$ cat src/rtl/datapath_regs.sv
// Accumulator-CPU datapath: register bank, shared 16-bit bus and 2-phase ALU.
// Optional R5 register is enabled by defining DATAPATH_R5_EN.
module datapath_regs #(
    parameter int                DATA_W   = 16,
    parameter int                OPC_W    = 6,
    parameter logic [DATA_W-1:0] PC_RESET = '0
) (
    input  logic              clk,
    input  logic              rst,
    input  logic [3:0]        read_en,
    input  logic [15:0]       write_en,
    input  logic [15:0]       inc_en,
    input  logic [15:0]       clr_en,
    input  logic [2:0]        alu_op,
    output logic [OPC_W-1:0]  instruction,
    output logic [DATA_W-1:0] z,
    output logic [DATA_W-1:0] im_addr,
    input  logic [DATA_W-1:0] im_data,
    output logic [DATA_W-1:0] dm_addr,
    output logic [DATA_W-1:0] dm_wdata,
    output logic              dm_we,
    input  logic [DATA_W-1:0] dm_rdata,
    output logic [DATA_W-1:0] bus
);

    localparam logic [DATA_W-1:0] ONE = {{(DATA_W-1){1'b0}}, 1'b1};

    logic [DATA_W-1:0] pc_q, pc_d;
    logic [DATA_W-1:0] ar_q, ar_d;
    logic [DATA_W-1:0] dr_q, dr_d;
    logic [DATA_W-1:0] ir_q, ir_d;
    logic [DATA_W-1:0] ac_q, ac_d;
    logic [DATA_W-1:0] r_q, r_d;
    logic [DATA_W-1:0] r1_q, r1_d;
    logic [DATA_W-1:0] r2_q, r2_d;
    logic [DATA_W-1:0] r3_q, r3_d;
    logic [DATA_W-1:0] r4_q, r4_d;
    logic [DATA_W-1:0] opa_q, opa_d;
    logic [DATA_W-1:0] opb_q, opb_d;
    logic [DATA_W-1:0] r5_val;
    logic [DATA_W-1:0] bus_w;
    logic [DATA_W-1:0] alu_res;

`ifdef DATAPATH_R5_EN
    logic [DATA_W-1:0] r5_q, r5_d;

    // R5 next state: clear beats load
    always_comb begin
        r5_d = r5_q;
        if (clr_en[6]) begin
            r5_d = '0;
        end else if (write_en[6]) begin
            r5_d = bus_w;
        end
    end

    // R5 storage
    always_ff @(posedge clk or posedge rst) begin
        if (rst) begin
            r5_q <= '0;
        end else begin
            r5_q <= r5_d;
        end
    end

    assign r5_val = r5_q;
`else
    assign r5_val = '0;
`endif

    // Shared bus source mux
    always_comb begin
        bus_w = '0;
        case (read_en)
            4'd1:    bus_w = pc_q;
            4'd2:    bus_w = ar_q;
            4'd3:    bus_w = dr_q;
            4'd4:    bus_w = ir_q;
            4'd5:    bus_w = ac_q;
            4'd6:    bus_w = r_q;
            4'd7:    bus_w = r1_q;
            4'd8:    bus_w = r2_q;
            4'd9:    bus_w = r3_q;
            4'd10:   bus_w = r4_q;
            4'd11:   bus_w = r5_val;
            4'd12:   bus_w = dm_rdata;
            4'd13:   bus_w = im_data;
            default: bus_w = '0;
        endcase
    end

    // ALU result from the latched operands; unknown ops pass opA
    always_comb begin
        alu_res = opa_q;
        case (alu_op)
            3'd1:    alu_res = opa_q + opb_q;
            3'd2:    alu_res = opa_q - opb_q;
            3'd3:    alu_res = opa_q * opb_q;
            3'd4:    alu_res = {opa_q[DATA_W-2:0], 1'b0};
            default: alu_res = opa_q;
        endcase
    end

    // PC next state: clear > load > increment
    always_comb begin
        pc_d = pc_q;
        if (clr_en[1]) begin
            pc_d = '0;
        end else if (write_en[1]) begin
            pc_d = bus_w;
        end else if (inc_en[1]) begin
            pc_d = pc_q + ONE;
        end
    end

    // AC next state: clear > ALU result > bus load > increment
    always_comb begin
        ac_d = ac_q;
        if (clr_en[4]) begin
            ac_d = '0;
        end else if (write_en[12]) begin
            ac_d = alu_res;
        end else if (write_en[4]) begin
            ac_d = bus_w;
        end else if (inc_en[4]) begin
            ac_d = ac_q + ONE;
        end
    end

    // Plain registers: clear beats bus load
    always_comb begin
        ar_d = ar_q;
        ir_d = ir_q;
        r_d  = r_q;
        r1_d = r1_q;
        r2_d = r2_q;
        r3_d = r3_q;
        r4_d = r4_q;
        if (clr_en[2]) ar_d = '0;
        else if (write_en[2]) ar_d = bus_w;
        if (clr_en[3]) ir_d = '0;
        else if (write_en[3]) ir_d = bus_w;
        if (clr_en[5]) r_d = '0;
        else if (write_en[5]) r_d = bus_w;
        if (clr_en[10]) r1_d = '0;
        else if (write_en[10]) r1_d = bus_w;
        if (clr_en[9]) r2_d = '0;
        else if (write_en[9]) r2_d = bus_w;
        if (clr_en[8]) r3_d = '0;
        else if (write_en[8]) r3_d = bus_w;
        if (clr_en[7]) r4_d = '0;
        else if (write_en[7]) r4_d = bus_w;
    end

    // DR captures memory data whenever the bus reads DM
    always_comb begin
        dr_d = dr_q;
        if (read_en == 4'd12) begin
            dr_d = dm_rdata;
        end
    end

    // ALU operand latches hold until the next latch strobe
    always_comb begin
        opa_d = opa_q;
        opb_d = opb_q;
        if (write_en[14]) begin
            opa_d = ac_q;
            opb_d = r_q;
        end
    end

    // Register bank storage
    always_ff @(posedge clk or posedge rst) begin
        if (rst) begin
            pc_q  <= PC_RESET;
            ar_q  <= '0;
            dr_q  <= '0;
            ir_q  <= '0;
            ac_q  <= '0;
            r_q   <= '0;
            r1_q  <= '0;
            r2_q  <= '0;
            r3_q  <= '0;
            r4_q  <= '0;
            opa_q <= '0;
            opb_q <= '0;
        end else begin
            pc_q  <= pc_d;
            ar_q  <= ar_d;
            dr_q  <= dr_d;
            ir_q  <= ir_d;
            ac_q  <= ac_d;
            r_q   <= r_d;
            r1_q  <= r1_d;
            r2_q  <= r2_d;
            r3_q  <= r3_d;
            r4_q  <= r4_d;
            opa_q <= opa_d;
            opb_q <= opb_d;
        end
    end

    assign bus         = bus_w;
    assign instruction = ir_q[OPC_W-1:0];
    assign z           = {{(DATA_W-1){1'b0}}, (ac_q == '0)};
    assign im_addr     = pc_q;
    assign dm_addr     = ar_q;
    assign dm_wdata    = ac_q;
    assign dm_we       = write_en[11] & ~rst;

    // Strobe bits with no function in this datapath
    logic unused_strobes;
    assign unused_strobes = ^{write_en[15], write_en[13], write_en[6],
                              write_en[0], inc_en[15:5], inc_en[3:2],
                              inc_en[0], clr_en[15:11], clr_en[6],
                              clr_en[0]};

endmodule

$ cat config.mk
export PLATFORM = sky130hd
export DESIGN_NAME = datapath_regs
export DESIGN_NICKNAME = d
export VERILOG_FILES = /design/src/rtl/datapath_regs.sv
export SDC_FILE = /design/constraint.sdc
export NUM_CORES = 1
export LEC_CHECK = 0
export ABC_AREA = 1
export CAP_MARGIN = 20
export CORE_UTILIZATION = 50
export CTS_BUF_LIST = sky130_fd_sc_hd__clkbuf_8
export DETAILED_ROUTE_END_ITERATION = 8
export MAX_ROUTING_LAYER = met4
export PLACE_DENSITY = 0.74
export SLEW_MARGIN = 10
export SYNTH_ARGS = -nofsm -noshare
export SYNTH_HDL_FRONTEND = slang
export SYNTH_SLANG_ARGS = --single-unit
$ cat constraint.sdc
create_clock -name clk -period 16.15 [get_ports clk]
set_input_delay 3.23 -clock clk [delete_from_list [all_inputs] [get_ports clk]]
set_output_delay 3.23 -clock clk [all_outputs]
set_load 0.01 [all_outputs]
==> out/metrics.csv, run 1 <==
stage,metric,value,unit
synthesis,Post-synth EDFFs,0,
worst_setup_path,"setup slack, reg-to-reg",10.10,ns
route,DRC,0,
clock_tree,TritonCTS clock tree,built,
route,Detailed Routing Iterations Pass 1,5,
worst_setup_path,Worst EP arrival,6.10,ns
grt,met3 GRT Util,0.0492,
clock_tree,clk buf depth,2,
worst_setup_path,RR Endpoint,dm_wdata[15],
power_and_ir_drop,Comb pwr share,0.308,
die,Initial Utilization,0.509,
grt,Most Crowded Layer GR,met2,
synthesis,synthesized flop and latch total,192,
route,DRT iter0 DRCs,1037,
power_and_ir_drop,PD cells,73.9,mW/mm^2
die,Chip Height,179,um
sta,TNS Setup,0,ns
die,die area,0.0320,sq mm
clock_tree,hold_buf cts,0,
clock_tree,# H-tree levels,4,
route,routed length per instance,17.4,um
final_layout,flip-flop and latch area,0.00480,sq mm
worst_setup_path,Worst path slowest cell,nor2_2,
die,area of the core,0.0307,sq mm
synthesis,Post-synth ARST share,1.00,
power_and_ir_drop,clock network power share,0.250,
sta,Fmax,0.107,GHz
synthesis,Syn Inst Count,2060,
placement,Setup WS pre-CTS,6.85,ns
hold_path,type of the worst min-delay path,register to register,
worst_setup_path,critical setup path kind,primary input to output pin,
synthesis,top_reg_cell synth,dfrtp_1,
worst_setup_path,Levels on crit path,8,
grt,largest net degree at the start of global routing,137,
placement,GP Congestion,0.950,
placement,post-detail-place hpwl,34300,um
final_layout,ratio of cells with drive above 1 in the final layout,0.0673,
sta,setup ws final,6.82,ns
die,chip width,179,um
clock_tree,Resized Gates After CTS,0,
grt,total gr overflow,0,
run,MaxCap Viol Count,0,
worst_setup_path,startpoint class of the critical path,primary input,
sta,RSZ-0062 raised after global routing,no,
clock_tree,CTS sink cnt,192,
synthesis,distinct cell type count after synthesis,52,
route,Total Wirelength,44200,um
clock_tree,clock slew at reported path FFs,0.10,ns
worst_setup_path,crit-path max cell delay,0.72,ns
route,Via Count,13900,
sta,Worst Max-Slew Pin Slew,0.933,ns
worst_setup_path,Reg2Reg Depth,24,
hold_path,hold path cells,2,
clock_tree,post-CTS setup buffer count,0,
outcome,outcome,"finished, final reports clean",
worst_setup_path,"Data required, critical path",12.92,ns
grt,number of global-route vias before repair,14000,
power_and_ir_drop,Sequential Power Share,0.442,
final_layout,Post-layout nets,2367,
grt,All-Layer GR Usage,0.299,
sta,clock skew,0.0130,ns
route,post-route ant nets,0,
worst_setup_path,CP top delay family,buffers and inverters,
final_layout,area delta synth->final,11.4,%
grt,met1 Usage GRT,0.355,
die,Top-Level Pins,176,
power_and_ir_drop,switching part of the total,0.374,
worst_setup_path,crit end category,output pin,
final_layout,Fillers,2843,
worst_setup_path,Worst Setup EP,bus[6],
worst_setup_path,crit-path max FO,16,
sta,final hold viol count,0,
synthesis,average cell area after synthesis,7.58,sq um
power_and_ir_drop,VDD IR-drop max,0.0489,mV
grt,global routing usage on met2,0.513,
grt,first-pass GRT wire length,72100,um
power_and_ir_drop,Pleak,8.72,nW
worst_setup_path,crit-path cells,clkdlybuf4s50_1 > nand2_1 > nor2_2 > a22o_1 > nor2_1 > and3_1 > inv_1 > clkdlybuf4s50_1,
sta,Final setup viols,0,
route,Vias/cell,5.47,
clock_tree,CTS buffer count,17,
synthesis,"Seq/Total Area, Yosys",0.308,
worst_setup_path,Critical path origin,read_en[0],
sta,Max transition margin,0.378,
sta,final worst path period need,9.33,ns
worst_setup_path,"most used cell, CP",clkdlybuf4s50_1,
grt,antenna violations before repair,0,
placement,number of port buffers,135,
clock_tree,worst skew pair latency,0.48,ns
clock_tree,Root Driver,clkbuf_8,
worst_setup_path,Reg-to-Reg Start,opb_q[1],
final_layout,footprint of the multi-input gates,0.00845,sq mm
worst_setup_path,"Buf+Inv Stages, Crit Path",3,
sta,Slew Limit Fails,0,
synthesis,Post-Syn Area,0.0156,sq mm
power_and_ir_drop,Switch Pwr,0.481,mW
power_and_ir_drop,internal power,0.806,mW
die,# rows,64,
sta,final worst path period share,0.578,
synthesis,synth warn,0,
[worst reg2reg max path, cell delays in order (launching register included)]
cell and delay, ns:
dfrtp_1 0.86, nand2_1 0.19, fa_1 0.55, fa_1 0.55
inv_1 0.05, fa_1 0.48, fa_1 0.53, fa_1 0.52
inv_1 0.06, fa_1 0.48, inv_1 0.04, ha_1 0.32
a21oi_1 0.19, a21boi_0 0.20, nand3_1 0.16, nand2_1 0.09
nand2_1 0.06, a21oi_1 0.14, nand3_1 0.09, nand3_1 0.11
nand2_1 0.07, nand2_1 0.05, nand2_1 0.05, nand2_1 0.06
nand2_1 0.04
[cell usage in the layout (no fill, tap or decap), types with 4 or more instances in the layout]
cell type,Yosys,routed
o2111ai_1,12,12
o21ai_1,35,35
clkdlybuf4s50_1,0,134
o21ai_0,81,81
nor2_1,76,76
nand3_1,77,77
o211ai_1,6,6
a211oi_1,5,5
or2_2,12,12
inv_1,459,459
ha_1,69,69
nor3_2,5,5
nor3_1,12,12
a221oi_2,21,21
nand2_1,446,446
dfrtp_1,192,192
nand4_1,9,9
a221oi_1,17,17
nor2_2,6,6
a21oi_1,57,57
inv_2,27,27
clkinv_2,1,4
nand3b_1,6,6
nand2_2,8,8
nor2_4,5,5
conb_1,1,15
nand3_2,12,12
buf_4,23,7
o22ai_1,149,149
xor2_1,36,36
fa_1,81,81
clkbuf_8,0,19
[cell type report]
cell class	count	share of cell area
multi-input combinational	1285	0.486
sequential	192	0.276
clock inverter	13	0.00791
timing repair buffer	142	0.0804
tap	396	0.0285
clock buffer	19	0.0150
antenna	1	0.000144
inverter	490	0.106
[worst min-delay path by stage]
stage,startpoint,endpoint,slack (ns)
final,dr_q[11],dr_q[11],0.49
after floorplan,dr_q[10],dr_q[10],0.45
after detailed placement,dr_q[8],dr_q[8],0.47
after global placement,dr_q[7],dr_q[7],0.46
after CTS,dr_q[8],dr_q[8],0.49
after global routing,dr_q[7],dr_q[7],0.52
[through the flow]
stage	total power [mW]	std cells	cell area, sq um	hold WS, ns	utilization
finish	1.29	2538	17400	0.493	0.567
global route	1.36	2537	17400	0.524	0.567
CTS	1.29	2537	17400	0.493	0.567
detailed placement	0.970	2505	17000	0.471	0.554
global placement	0.963	2505	17000	0.462	0.554
floorplan	0.831	2074	15700	0.449	-
[cell usage after synthesis, types with 35 or more instances]
| cell | n | area [sq um] |
|---|---|---|
| nor2_1 | 76 | 285 |
| nand2_1 | 446 | 1670 |
| nand3_1 | 77 | 385 |
| o22ai_1 | 149 | 932 |
| xor2_1 | 36 | 315 |
| dfrtp_1 | 192 | 4800 |
| fa_1 | 81 | 1620 |
| o21ai_1 | 35 | 175 |
| o21ai_0 | 81 | 405 |
| a21oi_1 | 57 | 285 |
| ha_1 | 69 | 863 |
| inv_1 | 459 | 1720 |
| clkbuf_1 | 50 | 188 |
[metal layers]
| layer | vias to the layer above | wire (um) |
|---|---|---|
| met1 | 6675 | 18500 |
| met2 | 452 | 22100 |
| met4 | 0 | 1110 |
| li1 | 6660 | - |
| met5 | - | 0 |
| met3 | 84 | 2560 |
[power by group through the flow]
stage | Clock (mW) | Combinational [mW] | Sequential [mW]
after floorplan | 0 | 0.285 | 0.546
after global placement | 0 | 0.388 | 0.575
after detailed placement | 0 | 0.394 | 0.577
after CTS | 0.325 | 0.396 | 0.567
after global routing | 0.345 | 0.447 | 0.573
final | 0.321 | 0.397 | 0.569
[cell families (layout without fill, tap and decap cells)]
family,count (synthesis),count (layout),share of synthesized area
compound gates,397,397,0.164
xor+xnor,39,39,0.0219
fa+ha+maj,150,150,0.159
buf+inv,597,664,0.155
flops,192,192,0.308
other cells,1,16,0.000240
simple gates,684,684,0.192
Power figures use the tool's default switching activity.
==> run 2, diff against run 1 <==
--- a/config.mk
+++ b/config.mk
@@ -11,7 +11,7 @@
 export CTS_BUF_LIST = sky130_fd_sc_hd__clkbuf_8
 export DETAILED_ROUTE_END_ITERATION = 8
 export MAX_ROUTING_LAYER = met4
-export PLACE_DENSITY = 0.74
+export PLACE_DENSITY = 0.77
 export SLEW_MARGIN = 10
 export SYNTH_ARGS = -nofsm -noshare
 export SYNTH_HDL_FRONTEND = slang
==> constraint.sdc (replaced) <==
create_clock -name clk -period 8.2 [get_ports clk]
set_input_delay 1.64 -clock clk [delete_from_list [all_inputs] [get_ports clk]]
set_output_delay 1.64 -clock clk [all_outputs]
set_load 0.01 [all_outputs]
==> out/metrics.csv, run 2 (synthesis gave the netlist of run 1 again) <==
stage,metric,value,unit,change
placement,post-detail-place hpwl,34000,um,-0.94%
clock_tree,TritonCTS clock tree,built,,
worst_setup_path,RR Endpoint,dm_wdata[15],,
final_layout,ratio of cells with drive above 1 in the final layout,0.0677,,+0.000435
grt,largest net degree at the start of global routing,118,,-14%
sta,Slew Limit Fails,0,,unchanged
die,chip width,179,um,unchanged
final_layout,Post-layout nets,2368,,+0.042%
run,MaxCap Viol Count,0,,unchanged
grt,first-pass GRT wire length,71900,um,-0.30%
sta,Final setup viols,0,,unchanged
power_and_ir_drop,Comb pwr share,0.304,,-0.004
placement,placed cells,2506,,+0.040%
sta,final hold viol count,0,,unchanged
placement,GP Congestion,0.988,,+4.1%
die,area of the core,0.0307,sq mm,unchanged
die,Top-Level Pins,176,,unchanged
power_and_ir_drop,Switch Pwr,0.971,mW,+100%
route,Total Wirelength,44300,um,+0.12%
final_layout,Post-Layout Cell Count,2539,,+0.039%
route,DRC,0,,unchanged
sta,Fmax,0.164,GHz,
worst_setup_path,"Data required, critical path",8.58,ns,-4.34 ns
outcome,outcome,"finished, final reports clean",,
grt,number of global-route vias before repair,14200,,+1.5%
final_layout,final instance area,0.0174,sq mm,about the same
placement,Setup WS pre-CTS,2.16,ns,-4.69 ns
placement,number of port buffers,135,,unchanged
power_and_ir_drop,VDD IR-drop max,0.102,mV,+110%
clock_tree,post-CTS setup buffer count,0,,unchanged
worst_setup_path,critical setup path kind,register to register,,
route,DRT iter0 DRCs,1061,,+2.3%
final_layout,Fillers,2818,,-0.88%
sta,TNS Setup,0,ns,unchanged
die,die area,0.0320,sq mm,unchanged
power_and_ir_drop,internal power,1.58,mW,+96%
power_and_ir_drop,Pleak,8.74,nW,+0.16%
hold_path,hold path cells,2,,unchanged
final_layout,most frequent cells in the layout,"459 x inv_1, 446 x nand2_1, 192 x dfrtp_1",,
worst_setup_path,Critical path origin,opb_q[1],,
clock_tree,clk buf depth,2,,unchanged
sta,final worst path period need,6.10,ns,
clock_tree,clock slew at reported path FFs,0.10,ns,about the same
hold_path,type of the worst min-delay path,register to register,,
power_and_ir_drop,Sequential Power Share,0.441,,about the same
worst_setup_path,crit-path max FO,18,,+2
final_layout,"commonest non-fill, non-tap cell in the layout",inv_1,,
clock_tree,hold_buf cts,0,,unchanged
clock_tree,CTS buffer count,17,,unchanged
die,Chip Height,179,um,unchanged
hold_path,hold path endpoint,dr_q[7],,
clock_tree,Root Driver,clkbuf_8,,
route,routed length per instance,17.4,um,about the same
worst_setup_path,Reg-to-Reg Start,opb_q[1],,
power_and_ir_drop,switching part of the total,0.381,,+0.00688
clock_tree,Resized Gates After CTS,0,,unchanged
hold_path,start point of the worst hold path,dr_q[7],,
worst_setup_path,Worst EP arrival,6.48,ns,+0.38 ns
sta,final worst path period share,0.744,,
power_and_ir_drop,PD cells,147,mW/mm^2,+98%
clock_tree,# H-tree levels,4,,unchanged
grt,total gr overflow,0,,unchanged
route,Via Count,14000,,+1.0%
grt,All-Layer GR Usage,0.297,,-0.00165
sta,hold slack final,0.496,ns,+0.00307 ns
clock_tree,worst skew pair latency,0.48,ns,about the same
placement,area post-placement,0.0170,sq mm,about the same
clock_tree,CTS sink cnt,192,,unchanged
die,# rows,64,,unchanged
sta,setup ws final,2.10,ns,-4.72 ns
sta,Worst Max-Slew Pin Slew,0.970,ns,+0.0372 ns
sta,Max transition margin,0.353,,-0.0248
worst_setup_path,crit end category,register,,
final_layout,area delta synth->final,11.5,%,about the same
sta,RSZ-0062 raised after global routing,no,,
sta,clock skew,0.0174,ns,+0.00433 ns
grt,antenna violations before repair,1,,+1
route,Detailed Routing Iterations Pass 1,5,,unchanged
route,post-route ant nets,0,,unchanged
worst_setup_path,Reg2Reg Depth,25,,+4.2%
route,Vias/cell,5.52,,+1.0%
die,Initial Utilization,0.509,,unchanged
power_and_ir_drop,clock network power share,0.255,,+0.005
worst_setup_path,startpoint class of the critical path,register,,
worst_setup_path,"setup slack, reg-to-reg",2.10,ns,-8.00 ns
==> run 2: cell count changes in the layout (fill, tap and decap cells not counted), sizes merged <==
cell	before	now
clkbuf	19	17
clkinv	10	8
inv	489	495
buf	8	9
clkinvlp	2	0
==> run 2: how the worst max path moves through the flow <==
stage | endpoint | slack [ns] | depth (start not counted)
after CTS | bus[6] | 2.15 | 10
after detailed placement | bus[6] | 2.16 | 10
after global placement | bus[6] | 2.21 | 10
after global routing | dm_wdata[15] | 1.83 | 25
after floorplan | dm_addr[0] | 1.33 | 1
final | dm_wdata[15] | 2.10 | 25
==> run 2: critical path: stages (launching register included) <==
cell and delay, ns:
dfrtp_1 0.90, nand2_1 0.20, fa_1 0.56, fa_1 0.59, fa_1 0.46, fa_1 0.57
inv_1 0.06, fa_1 0.49, inv_1 0.06, fa_1 0.48, inv_1 0.04, ha_1 0.33
nand2_1 0.12, inv_1 0.05, a21boi_0 0.17, nand3_1 0.16, nand2_1 0.09, nand2_1 0.06
a21oi_1 0.12, nand3_1 0.08, nand3_1 0.12, nand2_1 0.06, nand2_1 0.05, nand2_1 0.05
nand2_1 0.07, nand2_1 0.04
==> run 2: per-layer routing <==
layer / vias up / share of wire / track usage
met1: 6717 / 0.41 / 0.356
li1: 6666 / - / -
met2: 536 / 0.50 / 0.503
met4: 0 / 0.027 / 0.109
met3: 96 / 0.069 / 0.0494
met5: - / 0 / -
==> run 2: metrics by stage <==
| step | utilization | total power [mW] |
|---|---|---|
| 6_report | 0.568 | 2.55 |
| 5_1_grt | 0.568 | 2.70 |
| 4_1_cts | 0.568 | 2.55 |
| 3_5_place_dp | 0.555 | 1.91 |
| 3_3_place_gp | 0.555 | 1.89 |
| 2_1_floorplan | - | 1.64 |
==> run 2: power by group through the flow <==
stage	sequential, mW	combinational [mW]	clock, mW
final	1.13	0.775	0.651
after global routing	1.13	0.875	0.688
after CTS	1.12	0.772	0.652
after detailed placement	1.14	0.767	0
after global placement	1.14	0.751	0
after floorplan	1.08	0.561	0
==> run 2: cell type report <==
type / instances / area, sq um / share of cell area
multi-input combinational: 1285 / 8450 / 0.485
sequential: 192 / 4800 / 0.276
inverter: 490 / 1850 / 0.106
timing repair buffer: 143 / 1410 / 0.0807
tap: 396 / 495 / 0.0284
clock buffer: 17 / 234 / 0.0134
clock inverter: 15 / 173 / 0.00991
antenna: 1 / 2.50 / 0.000144
==> patch (config.mk and constraints of run 2) <==
Take the reset off `r2_q` and load it in a clocked block of its own.
--- a/src/rtl/datapath_regs.sv
+++ b/src/rtl/datapath_regs.sv
@@ -182,3 +182,2 @@
             r1_q  <= '0;
-            r2_q  <= '0;
             r3_q  <= '0;
@@ -195,3 +194,2 @@
             r1_q  <= r1_d;
-            r2_q  <= r2_d;
             r3_q  <= r3_d;
@@ -201,2 +199,6 @@
         end
+    end
+
+    always_ff @(posedge clk) begin
+        r2_q <= r2_d;
     end
Check against the original RTL: not equivalent (a bounded check fails within 4 cycles, from zero or initial values and one cycle with rst high).
==> patch against run 2 <==
Maximum frequency fell by 4.0%; area after synthesis fell by 3.1%; power rose by 0.69%; critical path depth fell by 17; sequential cell count did not move; setup slack got worse by 0.25 ns; final area fell by 2.2%; first-iteration DRC count rose by 23%; routed wire length rose by 3.1%; synthesized cell count fell by 1.7%; combinational power rose by 6.3%; via count rose by 0.19%; non-clock buffer count rose by 7; largest cell class unchanged.
==> patch: results (changes against run 2) <==
| Metric | Value |
|---|---|
| Outcome | `complete, no violations (unchanged)` |
| FFs w/ async S/R, synth | `91.7% (was 100%)` |
| Number of port buffers | `135 (unchanged)` |
| Reg clk slew, reported paths | `roughly 0.11 ns` |
| GRT Resource Usage Total | `31.0% (was 29.7%)` |
| Number of CTS-inserted buffers | `17 (unchanged)` |
| Crit path max-delay family | `buffers and inverters (was adder cells)` |
| Cells after Synth | `2024 (was 2060)` |
| 1st-iter DRT viols | `1304 (was 1061)` |
| Clock root buffer | `clkbuf_8 (unchanged)` |
| H-tree lvl count | `4 (unchanged)` |
| Clock skew | `0.0225 ns (was 0.0174 ns)` |
| Post-place setup slack | `1.96 ns (was 2.16 ns)` |
| Total Nets Final | `2339 (was 2368)` |
| Hpwl dp | `35100 um (was 34000 um)` |
| Synth warn | `0 (unchanged)` |
| LEAKAGE | `8.53 nW (was 8.74 nW)` |
| Seq/Total Area, Yosys | `31.2% (was 30.8%)` |
| Max rail drop VDD | `0.0990 mV (was 0.102 mV)` |
| Reg2reg end | `dm_wdata[13] (was dm_wdata[15])` |
| Critical path's slowest cell | `nor2_1 (was dfrtp_1)` |
| DR WL/cell | `18.2 um (was 17.4 um)` |
| Commonest cells post-synth | `inv_1, nand2_1, dfrtp_1 (unchanged)` |
| Worst hold path type | `reg2reg (unchanged)` |
| First-pass GRT wire length | `72600 um (was 71900 um)` |
| Max Fanout on Critical Path | `11 (was 18)` |
| Crit Reg-Reg Startpoint | `opb_q[1] (unchanged)` |
| Worst slew pin tran | `1.01 ns (was 0.970 ns)` |
| Vias in the first global route | `13700 (was 14200)` |
| Non-Filler Instances | `2505 (was 2539)` |
| Placed cell areas | `0.0166 mm2 (was 0.0170 mm2)` |
| Worst setup path start | `read_en[0] (was opb_q[1])` |
| Flop-to-flop setup slack | `2.33 ns (was 2.10 ns)` |
| Worst-Skew Late Latency | `0.50 ns (was 0.48 ns)` |
| Mean number of vias per cell | `5.61 (was 5.52)` |
| Largest net degree at the start of global routing | `107 (was 118)` |
| FF-to-FF path depth | `21 (was 25)` |
| Clock Path Buffers | `2 (unchanged)` |
| Setup_tns | `0 ns (unchanged)` |
| Pre-antenna DRT Iters | `5 (unchanged)` |
| Primary FF master, synth | `dfrtp_1 (unchanged)` |
| Share of cells above drive strength 1 | `4.54% (was 6.77%)` |
| Synth area leaders | `dfrtp_1, inv_1, fa_1, nand2_1, o22ai_1 (was dfrtp_1, inv_1, nand2_1, fa_1, o22ai_1)` |
| Yosys cell types | `47 (was 52)` |
| Postcts setup bufs | `0 (unchanged)` |
| Initial antenna violation count | `2 (was 1)` |
| GP Congestion | `0.928 (was 0.988)` |
| PostCTS Resize Cnt | `0 (unchanged)` |
| CP max stage delay | `0.78 ns (was 0.90 ns)` |
| Min cycle time layout | `6.36 ns (was 6.10 ns)` |
| Setup crit end | `bus[1] (was dm_wdata[15])` |
patch: cell families after synthesis:
family | Yosys count | synth area share (%)
xor gates and xnor gates | 41 | 2.37
DFF | 192 | 31.2
other | 1 | 0.0248
adders and majority gates | 150 | 16.4
and+or+nand+nor | 630 | 17.7
buffers and inverters | 584 | 15.2
AOI/OAI and AO/OA | 426 | 17.1
patch: layer usage:
layer  share of wire (%)  GRT usage, %  vias to the layer above
met1                  40          37.5                     6690
met4                 3.6          12.2                        0
met3                 7.3          4.87                      102
met5                   0             -                        -
li1                    -             -                     6612
met2                  49          51.8                      638
patch: power breakdown:
group          internal (mW)  total, mW  leakage [nW]  switching [mW]
clock                  0.230      0.624         0.203           0.393
combinational          0.307      0.824          5.82           0.517
sequential              1.01       1.12          2.50           0.111
total                   1.55       2.57          8.53            1.02
patch: area by class of cell:
| class | instances | area (um2) |
|---|---|---|
| Timing Repair Buffer | 150 | 1460 |
| Fill cell | 2703 | 12700 |
| Multi-Input combinational cell | 1262 | 8160 |
| Antenna cell | 2 | 5.00 |
| Sequential cell | 192 | 4720 |
| Clock inverter | 15 | 170 |
| Tap cell | 390 | 488 |
| Clock buffer | 17 | 234 |
| Inverter | 477 | 1800 |
patch: how the worst min path moves through the flow:
stage               cells after the start  slack [ns]        to     from
floorplan                               2        0.45   dr_q[6]  dr_q[6]
global placement                        2        0.46   dr_q[7]  dr_q[7]
detailed placement                      2        0.47  opb_q[4]   r_q[4]
CTS                                     2        0.49  opb_q[4]   r_q[4]
global route                            2        0.52  opb_q[4]   r_q[4]
finish                                  2        0.48  opb_q[4]   r_q[4]
patch: worst min-delay path, delay by kind of cell, from the launching register on:
family / cells / cell delay, ns
and+or+nand+nor: 1 / 0.05
DFF: 1 / 0.36
AOI/OAI and AO/OA: 1 / 0.06
